$ cat config.mk
export PLATFORM = sky130hd
export DESIGN_NAME = shift_add_mult_ctrl
export DESIGN_NICKNAME = d
export VERILOG_FILES = /design/src/rtl/shift_add_mult_pkg.sv /design/src/rtl/shift_add_mult_ctrl_add_unit.sv /design/src/rtl/shift_add_mult_ctrl.sv
export SDC_FILE = /design/constraint.sdc
export NUM_CORES = 1
export LEC_CHECK = 0
export ABC_AREA = 1
export CAP_MARGIN = 25
export CORE_MARGIN = 1
export CORE_UTILIZATION = 58
export CTS_BUF_LIST = sky130_fd_sc_hd__clkbuf_4 sky130_fd_sc_hd__clkbuf_8 sky130_fd_sc_hd__clkbuf_16
export DETAILED_ROUTE_END_ITERATION = 10
export GPL_ROUTABILITY_DRIVEN = 0
export PLACE_DENSITY_LB_ADDON = 0.3
export SLEW_MARGIN = 15
export SYNTH_ARGS = -nofsm -noshare
export SYNTH_HDL_FRONTEND = slang
export SYNTH_SLANG_ARGS = --single-unit
$ cat constraint.sdc
create_clock -name clk -period 3.4 [get_ports clk]
set_input_delay 0.68 -clock clk [delete_from_list [all_inputs] [get_ports clk]]
set_output_delay 0.68 -clock clk [all_outputs]
set_load 0.01 [all_outputs]
$ cat src/rtl/shift_add_mult_pkg.sv
// Shared types and defaults for the shift-add multiplier controller.
package shift_add_mult_pkg;

  localparam int DEF_WIDTH = 8;

  typedef enum logic [1:0] {
    IDLE = 2'd0,
    LOAD = 2'd1,
    RUN  = 2'd2,
    DONE = 2'd3
  } state_t;

endpackage

$ cat src/rtl/shift_add_mult_ctrl_add_unit.sv
// Single WIDTH-bit adder with carry-out; the controller reuses it every iteration.
module add_unit #(
  parameter int WIDTH = 8
) (
  input  logic [WIDTH-1:0] x,
  input  logic [WIDTH-1:0] y,
  output logic [WIDTH-1:0] sum,
  output logic             cout
);

  // Zero-extend both operands so the carry lands in the top bit.
  assign {cout, sum} = {1'b0, x} + {1'b0, y};

endmodule

$ cat src/rtl/shift_add_mult_ctrl.sv
// Sequential unsigned WIDTH x WIDTH multiplier: one adder, WIDTH shift-add iterations.
module shift_add_mult_ctrl
  import shift_add_mult_pkg::*;
#(
  parameter int WIDTH = DEF_WIDTH
) (
  input  logic               clk,
  input  logic               rst_n,
  input  logic               start,
  input  logic [WIDTH-1:0]   a,
  input  logic [WIDTH-1:0]   b,
  output logic               busy,
  output logic               done,
  output logic [2*WIDTH-1:0] product
);

  localparam int              CNT_W = $clog2(WIDTH) + 1;
  localparam logic [CNT_W-1:0] LAST = CNT_W'(WIDTH - 1);

  state_t             state;
  logic [WIDTH-1:0]   mcand;
  logic [WIDTH-1:0]   mplr;
  logic [2*WIDTH:0]   acc;     // {carry, acc_hi, acc_lo}
  logic [CNT_W-1:0]   cnt;

  logic [WIDTH-1:0]   sum;
  logic               cout;
  logic [WIDTH:0]     hi_nxt;
  logic [2*WIDTH:0]   acc_nxt;

  add_unit #(.WIDTH(WIDTH)) u_add (
    .x    (acc[2*WIDTH-1:WIDTH]),
    .y    (mcand),
    .sum  (sum),
    .cout (cout)
  );

  // One iteration: conditionally add mcand into the high half, then shift right.
  always_comb begin
    hi_nxt  = mplr[0] ? {cout, sum} : acc[2*WIDTH:WIDTH];
    acc_nxt = {hi_nxt, acc[WIDTH-1:0]} >> 1;
  end

  // Controller FSM with registered handshake outputs and datapath registers.
  always_ff @(posedge clk) begin
    if (!rst_n) begin
      state   <= IDLE;
      busy    <= 1'b0;
      done    <= 1'b0;
      product <= '0;
      acc     <= '0;
      mcand   <= '0;
      mplr    <= '0;
      cnt     <= '0;
    end else begin
      case (state)
        IDLE: begin
          done <= 1'b0;
          if (start) begin
            mcand <= a;
            mplr  <= b;
            busy  <= 1'b1;
            state <= LOAD;
          end
        end
        LOAD: begin
          acc   <= '0;
          cnt   <= '0;
          state <= RUN;
        end
        RUN: begin
          acc  <= acc_nxt;
          mplr <= mplr >> 1;
          cnt  <= cnt + CNT_W'(1);
          if (cnt == LAST) begin
            // Load from the final iteration's result so product is valid with done.
            product <= acc_nxt[2*WIDTH-1:0];
            busy    <= 1'b0;
            done    <= 1'b1;
            state   <= DONE;
          end
        end
        DONE: begin
          done  <= 1'b0;
          state <= IDLE;
        end
        default: state <= IDLE;
      endcase
    end
  end

endmodule
== After elaboration in Yosys (flattened, before gate mapping) ==
Cells that the tools add are included.

* Multiplexer cells: 13
* Add/sub/neg operators: 2
* Reductions and logical operators: 11
* Equality and inequality tests: 6

{| class="wikitable"
|+ Operator list
! kind !! count
|-
| 17-bit case mux with 2 select lines || 1
|-
| 8-bit case mux with 2 select lines || 1
|-
| 2-bit AND reduction || 5
|-
| 8-bit by 8-bit adder with 9-bit output || 1
|-
| 9-bit two-way mux || 1
|-
| 8-bit two-way mux || 1
|-
| 2-bit case mux with 4 select lines || 1
|-
| 4-bit case mux with 2 select lines || 1
|-
| 2-bit nonzero test || 3
|-
| 4-bit by 1-bit adder with 4-bit output (second input constant) || 1
|-
| 2-bit == test (second input constant) || 2
|-
| 4-bit by 3-bit == test with 1-bit output (second input constant) || 1
|-
| 2-bit two-way mux || 2
|-
| 2-bit inequality test (second input constant) || 2
|-
| 1-bit case mux with 2 select lines || 2
|-
| 1-bit two-way mux || 3
|-
| 3-bit AND reduction || 1
|-
| 2-bit by 1-bit == test with 1-bit output (second input constant) || 1
|-
| 2-bit zero test || 1
|-
| 2-bit OR reduction || 1
|}

* Bits in registers: 57
* Output and inout port bits: 18

== Longest topological paths before layout ==
Gate-level depths: netlist (run 1).

* Depth after elaboration: 4
* Mapped depth: 12
* Gate-level depth less buffers: 12

== Cells and area by module ==
From an unflattened synthesis (run 1), not the netlist that was laid out.

* Cell total of the unflattened synthesis: 365
* Area, all modules: 2,667.6 um^2

{| class="wikitable"
|+ Modules (own cells, without submodules)
! module !! sequential area each (um^2) !! times used !! area each (um^2) !! cells each
|-
| shift_add_mult_ctrl || 1,101.1 || 1 || 2,290.9 || 306
|-
| add_unit || 0.0 || 1 || 376.6 || 59
|}

== Worst setup path after synthesis (run 1) ==
No wires, ideal clock.

* Kind: reg2reg
* Start: reg mcand[0]
* End: reg product[13]
* Setup time: 0.109 ns
* Buffers on the path: 0
* Arrival: 1.497 ns
* Setup slack: 1.795 ns
* Cell stages (with the launch flop): 13
* Data required time: 3.291 ns
* Period minus slack after synthesis: 1.605 ns
* Cells stage by stage: dfxtp_1 > ha_1 > fa_1 > nand2_1 > nand2_1 > nand3b_1 > nand2_1 > nand2_1 > nand3_1 > nand2_1 > nand2_1 > nand2_1 > inv_1

* Word-level cells in the longest chain between the ends: 2

{| class="wikitable"
|+ Ends and longest elaborated chain
! element !! RTL line !! RTL
|-
| start, declared || shift_add_mult_ctrl.sv:21 || <nowiki>logic [WIDTH-1:0] mcand;</nowiki>
|-
| start signal, assigned || shift_add_mult_ctrl.sv:52 || <nowiki>mcand <= '0;</nowiki>
|-
| start signal, assigned || shift_add_mult_ctrl.sv:60 || <nowiki>mcand <= a;</nowiki>
|-
| 8-bit by 8-bit adder with 9-bit output || shift_add_mult_ctrl_add_unit.sv:12 || <nowiki>assign {cout, sum} = {1'b0, x} + {1'b0, y};</nowiki>
|-
| 9-bit two-way mux || shift_add_mult_ctrl.sv:40 || <nowiki>hi_nxt = mplr[0] ? {cout, sum} : acc[2*WIDTH:WIDTH];</nowiki>
|-
| end signal, assigned || shift_add_mult_ctrl.sv:77 || <nowiki>product <= acc_nxt[2*WIDTH-1:0];</nowiki>
|-
| end, declared || shift_add_mult_ctrl.sv:14 || <nowiki>output logic [2*WIDTH-1:0] product</nowiki>
|}

Every way passes these cells.
A chain may end at the register's enable or synchronous reset.

== Final worst setup path (run 1) ==
* Start: in rst_n
* End: reg acc[13]

{| class="wikitable"
|+ RTL lines
! element !! RTL line !! RTL
|-
| start, declared || shift_add_mult_ctrl.sv:8 || <nowiki>input logic rst_n,</nowiki>
|-
| end signal, assigned || shift_add_mult_ctrl.sv:72 || <nowiki>acc <= acc_nxt;</nowiki>
|-
| end, declared || shift_add_mult_ctrl.sv:23 || <nowiki>logic [2*WIDTH:0] acc;</nowiki>
|}

No word-level cell between the ends.

==> results of run 1 <==
[worst max-delay path, stage by stage]
cell,delay (ps)
clkdlybuf4s50_1,450
buf_4,300
clkinv_1,490
a21oi_1,280
[kinds of logic (layout without fill, tap and decap cells)]
kind of cell	count (synthesis)	count (layout)	synth area share, %
DFF	55	55	42.4
buffers and inverters	46	78	8.24
and+or+nand+nor	152	152	24.7
adders and majority gates	13	13	6.56
xor gates and xnor gates	2	2	0.675
AOI/OAI and AO/OA	81	81	17.4
[power groups by stage]
stage	clock network, uW	logic (uW)	registers, uW
after global routing	419	652	803
after global placement	0	549	803
after CTS	395	574	790
final	390	571	790
after detailed placement	0	567	803
after floorplan	0	469	784
[synth_stat cells, types with 3 or more instances]
cell type / count / area, um^2
buf_2: 4 / 20.0
o21a_1: 3 / 22.5
inv_2: 3 / 11.3
o21ai_1: 4 / 20.0
nand2_1: 84 / 315
o21ai_0: 31 / 155
or2_2: 4 / 25.0
clkinv_1: 3 / 11.3
ha_1: 12 / 150
clkbuf_1: 3 / 11.3
inv_1: 26 / 97.6
nand3_1: 16 / 80.1
dfxtp_1: 55 / 1100
a31oi_1: 9 / 56.3
nor2_1: 41 / 154
buf_6: 4 / 45.0
a21oi_1: 28 / 140
[flip-flops by register name, indices dropped and copies added, names as in the netlist]
name     flops
product     16
done         1
busy         1
mcand        8
acc         15
mplr         8
state        2
cnt          4
[per-stage QoR]
stage                     hold WS [ps]  total power [uW]  cells
final                              472              1750    431
after global routing               494              1870    431
after CTS                          473              1760    431
after detailed placement           458              1370    423
after global placement             455              1350    423
after floorplan                    439              1250    349
[cell type report]
cell class	instances	area [um^2]	area share, %
clock buffer	7	96.3	3.17
timing repair buffer	37	368	12.1
clock inverter	1	7.51	0.247
sequential	55	1100	36.2
multi-input combinational	248	1280	42.1
tap	50	62.6	2.06
inverter	33	126	4.15
[worst max path at each step]
stage	cells past startpoint	slack (ps)	end	start
floorplan	12	1790	product[13]	mcand[0]
global placement	4	1150	acc[1]	rst_n
detailed placement	4	1100	busy	rst_n
CTS	4	1400	acc[8]	rst_n
global route	5	1240	cnt[2]	state[0]
finish	4	1410	acc[13]	rst_n
[placed cells by master (no fill, tap or decap)]
cell / n
clkbuf_8: 7
o21ai_1: 4
clkdlybuf4s50_1: 36
clkinvlp_4: 1
inv_2: 3
or2_2: 4
nor3_1: 2
o21ai_2: 1
buf_4: 1
ha_1: 12
nand2_2: 1
o22ai_1: 1
nor2_1: 41
fa_1: 1
a21oi_1: 28
nand3_1: 16
o21ai_0: 31
nor2_8: 1
nand3b_1: 2
a31oi_1: 9
inv_4: 1
nand2_1: 84
inv_1: 26
nor3_4: 1
o21a_1: 3
o21ai_4: 1
o21bai_1: 2
xnor2_1: 2
dfxtp_1: 55
clkinv_1: 3
o211a_1: 1
[per-layer routing]
metal / part of all wire (%) / GRT usage [%] / up-vias
li1: - / - / 1203
met1: 45 / 30.2 / 1084
met2: 50 / 44.7 / 43
met3: 3.1 / 3.95 / 7
met4: 1.2 / 7.65 / 0
met5: 0 / 0 / -
==> reports/results.tsv, run 1 <==
stage	metric	value	unit
clock_network	clock transition at the registers of the reported paths	100	ps
clock_network	clock latency on the worst-skew pair	300	ps
grt	Tot GR Track Use	24.9	%
clock_network	CTS tree	done	
power	Power per Cell Area	576	nW/um^2
detailed_routing	post-detailed-route count of antenna-violating nets	0	
finish	Fillers	337	
sta	post-route minimum period	1990	ps
worst_setup_path	R2R Path Start	state[0]	
die	Die W	68.9	um
finish	design area	3040	um^2
sta	Max Clock Skew	7.30	ps
sta	Final period util	58.5	%
worst_setup_path	critical path capture point type	register	
finish	Core Util, Final	73.4	%
die	IO Pins	37	
yosys	Synth cell types	32	
worst_setup_path	Worst R2R Path Depth	5	
die	core area	4140	um^2
finish	diode count	0	
placed_design	placed cell area	2940	um^2
finish	P&R area growth vs syn	17.2	%
min_path	critical hold path startpoint	mplr[1]	
clock_network	post_cts resized	0	
power	register share of total power	45.1	%
placed_design	DP Worst Slack	1100	ps
clock_network	clk root buf	clkbuf_8	
clock_network	clock sink count	55	
detailed_routing	drt initial violations	139	
worst_setup_path	Crit path required time	3630	ps
detailed_routing	via count	2337	
detailed_routing	DRC Markers	0	
sta	final hold violation count	0	
sta	Setup Viol. Count Final	0	
power	Logic pwr share	32.6	%
yosys	Post-Synthesis Cells	349	
sta	Fmax	503	MHz
placed_design	Port Buffer Count	36	
yosys	YS warnings	0	
yosys	Avg Inst Size Synth	7.44	um^2
clock_network	htree depth	2	
clock_network	Hold Buf Count CTS	0	
grt	global-route wire length before repair	8850	um
yosys	Post-synth EDFFs	0	
power	Sw Share	36.7	%
min_path	worst hold stages	2	
yosys	sequential share of the synthesized area	42.4	%
grt	initial antenna violation count	0	
power	Max VDD drop	0.000494	V
power	Int Power	1110	uW
min_path	Min-Delay Path Class	register to register	
placed_design	DP HPWL	3800	um
power	Sw Pwr	643	uW
detailed_routing	routed vias/inst	5.42	
worst_setup_path	critical path class	input pin to register	
yosys	post-synthesis register bit count	55	
clock_network	Longest Clk Path Bufs	2	
detailed_routing	First-pass DRT Iterations	5	
outcome	outcome	finished clean	
power	Clock Power Share	22.3	%
min_path	Hold Path End	mplr[0]	
worst_setup_path	reg2reg end	cnt[2]	
worst_setup_path	reg-to-reg slack, setup	1470	ps
sta	worst setup margin	1410	ps
job	Max Cap Viol	0	
grt	largest net degree at the start of global routing	37	
worst_setup_path	crit start category	input pin	
die	DIE HEIGHT	68.9	um
sta	Max Transition Viols Final	0	
sta	RSZ-0062 raised after global routing	false	
finish	share of layout cells above drive strength 1	5.77	%
worst_setup_path	Worst Path Arrival	2220	ps
detailed_routing	routed len/inst	12.3	um
die	# rows	23	
sta	Fin Setup TNS	0	ps
clock_network	TritonCTS buffer count	5	
grt	vias in the first global route	2087	
sta	Worst-Margin Slew	496	ps
yosys	mapped cell area	2590	um^2
die	initial core utilization	62.6	%
clock_network	Post-CTS Setup Bufs	0	
finish	fin nets	412	
grt	GRT overflow	0	
sta	Relative slew margins	66.8	%
yosys	Top FF cell, synth	dfxtp_1	
detailed_routing	routed wire length	5300	um
die	die area	4750	um^2
power	Lkg Pwr	0.00129	uW
yosys	Syn Nets	381	
yosys	Post-synth ARST share	0	%
worst_setup_path	Crit Path Max Fanout	36	
Note: power is estimated with default switching activity, not from simulation.
==> inputs of run 2 (changes only) <==
CORE_UTILIZATION = 54   (was 58)
clock period = 2.05 ns   (was 3.4 ns; I/O delays follow)
==> reports/results.tsv, run 2 (same netlist as run 1, synthesis figures left out) <==
stage	metric	value	unit
job	Max Cap Viol	0	
sta	worst setup margin	191	ps
min_path	Min-Delay Path Class	register to register	
worst_setup_path	Crit Path Max Fanout	3	
worst_setup_path	Worst Path Arrival	2100	ps
die	Die W	71.3	um
placed_design	DP Worst Slack	245	ps
die	initial core utilization	58.0	%
sta	Fmax	538	MHz
die	DIE HEIGHT	71.3	um
grt	largest net degree at the start of global routing	37	
worst_setup_path	CP max stage delay	410	ps
clock_network	Longest Clk Path Bufs	2	
sta	Max Clock Skew	4.24	ps
worst_setup_path	critical path class	register to register	
detailed_routing	DRC Markers	1	
finish	max reg flops	16	
finish	most common cell after layout, fill and taps aside	nand2_1	
worst_setup_path	cell repeated most along the worst path	nand2_1	
power	Max VDD drop	0.000786	V
die	core area	4470	um^2
grt	initial antenna violation count	0	
clock_network	clock latency on the worst-skew pair	310	ps
grt	GR peak layer	met2	
die	IO Pins	37	
die	die area	5090	um^2
sta	Fin Setup TNS	0	ps
detailed_routing	First-pass DRT Iterations	7	
die	# rows	24	
outcome	failing checks	DRC	
clock_network	clock transition at the registers of the reported paths	90	ps
worst_setup_path	Crit path max-delay family	adder cells	
clock_network	clk root buf	clkbuf_8	
finish	Top reg by flops	product	
power	Lkg Pwr	0.00132	uW
finish	diode count	0	
finish	design area	3100	um^2
sta	Max Transition Viols Final	0	
power	Power per Cell Area	987	nW/um^2
finish	share of layout cells above drive strength 1	6.75	%
sta	Hold WS	473	ps
grt	met3 usage	4.50	%
worst_setup_path	critical path capture point type	register	
placed_design	placed cell area	2980	um^2
sta	Final period util	90.7	%
detailed_routing	via count	2277	
clock_network	CTS tree	done	
sta	Relative slew margins	64.1	%
grt	GRT overflow	0	
worst_setup_path	Crit path required time	2290	ps
worst_setup_path	cells along the critical path	ha_1 > fa_1 > nand2_1 > nand2_1 > nand2_1 > o21ai_0 > o21ai_0 > nand2_1 > a21oi_1	
clock_network	htree depth	2	
sta	Worst-Margin Slew	537	ps
sta	post-route minimum period	1860	ps
detailed_routing	routed vias/inst	5.21	
outcome	outcome	finished, violations left	
clock_network	Post-CTS Setup Bufs	0	
detailed_routing	post-detailed-route count of antenna-violating nets	0	
worst_setup_path	crit start category	register	
worst_setup_path	Critical path buffers and inverters	0	
grt	Tot GR Track Use	22.7	%
sta	Setup Viol. Count Final	0	
grt	global-route wire length before repair	9210	um
finish	fin nets	416	
clock_network	clock sink count	55	
grt	met1 usage in global routing	28.1	%
clock_network	Hold Buf Count CTS	0	
grt	vias in the first global route	2118	
clock_network	TritonCTS buffer count	5	
finish	biggest regs	product (16), acc (15)	
worst_setup_path	CP max-delay cell	fa_1	
detailed_routing	drt initial violations	137	
placed_design	DP HPWL	3750	um
sta	RSZ-0062 raised after global routing	false	
placed_design	Port Buffer Count	36	
finish	most frequent cells in the layout	84 x nand2_1, 55 x dfxtp_1, 41 x nor2_1	
finish	P&R area growth vs syn	19.6	%
detailed_routing	routed len/inst	12.2	um
detailed_routing	routed wire length	5310	um
sta	final hold violation count	0	
clock_network	post_cts resized	0	
grt	M2 GR Usage	39.8	%
-- run 2: final timing paths --
kind | slack, ps | to | cells past startpoint | from
worst max register to register | 190 | acc[11] | 9 | acc[8]
worst max-delay path | 190 | acc[11] | 9 | acc[8]
worst min register to register | 470 | mplr[7] | 2 | mplr[7]
worst min-delay path | 470 | mplr[7] | 2 | mplr[7]
-- run 2: layout make-up --
type,count,area (um^2)
inverter,33,126
multi-input combinational,248,1280
sequential,55,1100
fill,374,1370
timing repair buffer,41,410
clock inverter,2,38.8
clock buffer,6,82.6
tap,52,65.1
-- run 2: where the power goes --
part           total (uW)  switching, uW  internal [uW]  leakage (uW)
clock                 757            355            402     0.0000618
combinational         994            638            356      0.000816
sequential           1310            107           1210      0.000447
total                3070           1100           1970       0.00132
-- run 2: per-layer routing --
metal / up-vias / part of all wire, %
met5: - / 0
met2: 52 / 46
li1: 1208 / -
met1: 1009 / 48
met3: 8 / 4.6
met4: 0 / 1.4
-- run 2: worst min-delay path: stages (launching register included) --
cell and delay [ps]:
dfxtp_1 320, nand2_1 60, a21oi_1 50
-- run 2: through the flow --
stage / total power [uW] / utilization [%] / cells
after floorplan: 2080 / - / 349
after global placement: 2290 / 66.7 / 429
after detailed placement: 2320 / 66.7 / 429
after CTS: 3080 / 69.4 / 437
after global routing: 3260 / 69.4 / 437
final: 3070 / 69.4 / 437
==> inputs of run 3 (changes only) <==
CORE_MARGIN = unset   (was 1)
==> results of run 3 <==
No change in the layout: final DEF, timing and power equal those of run 2.
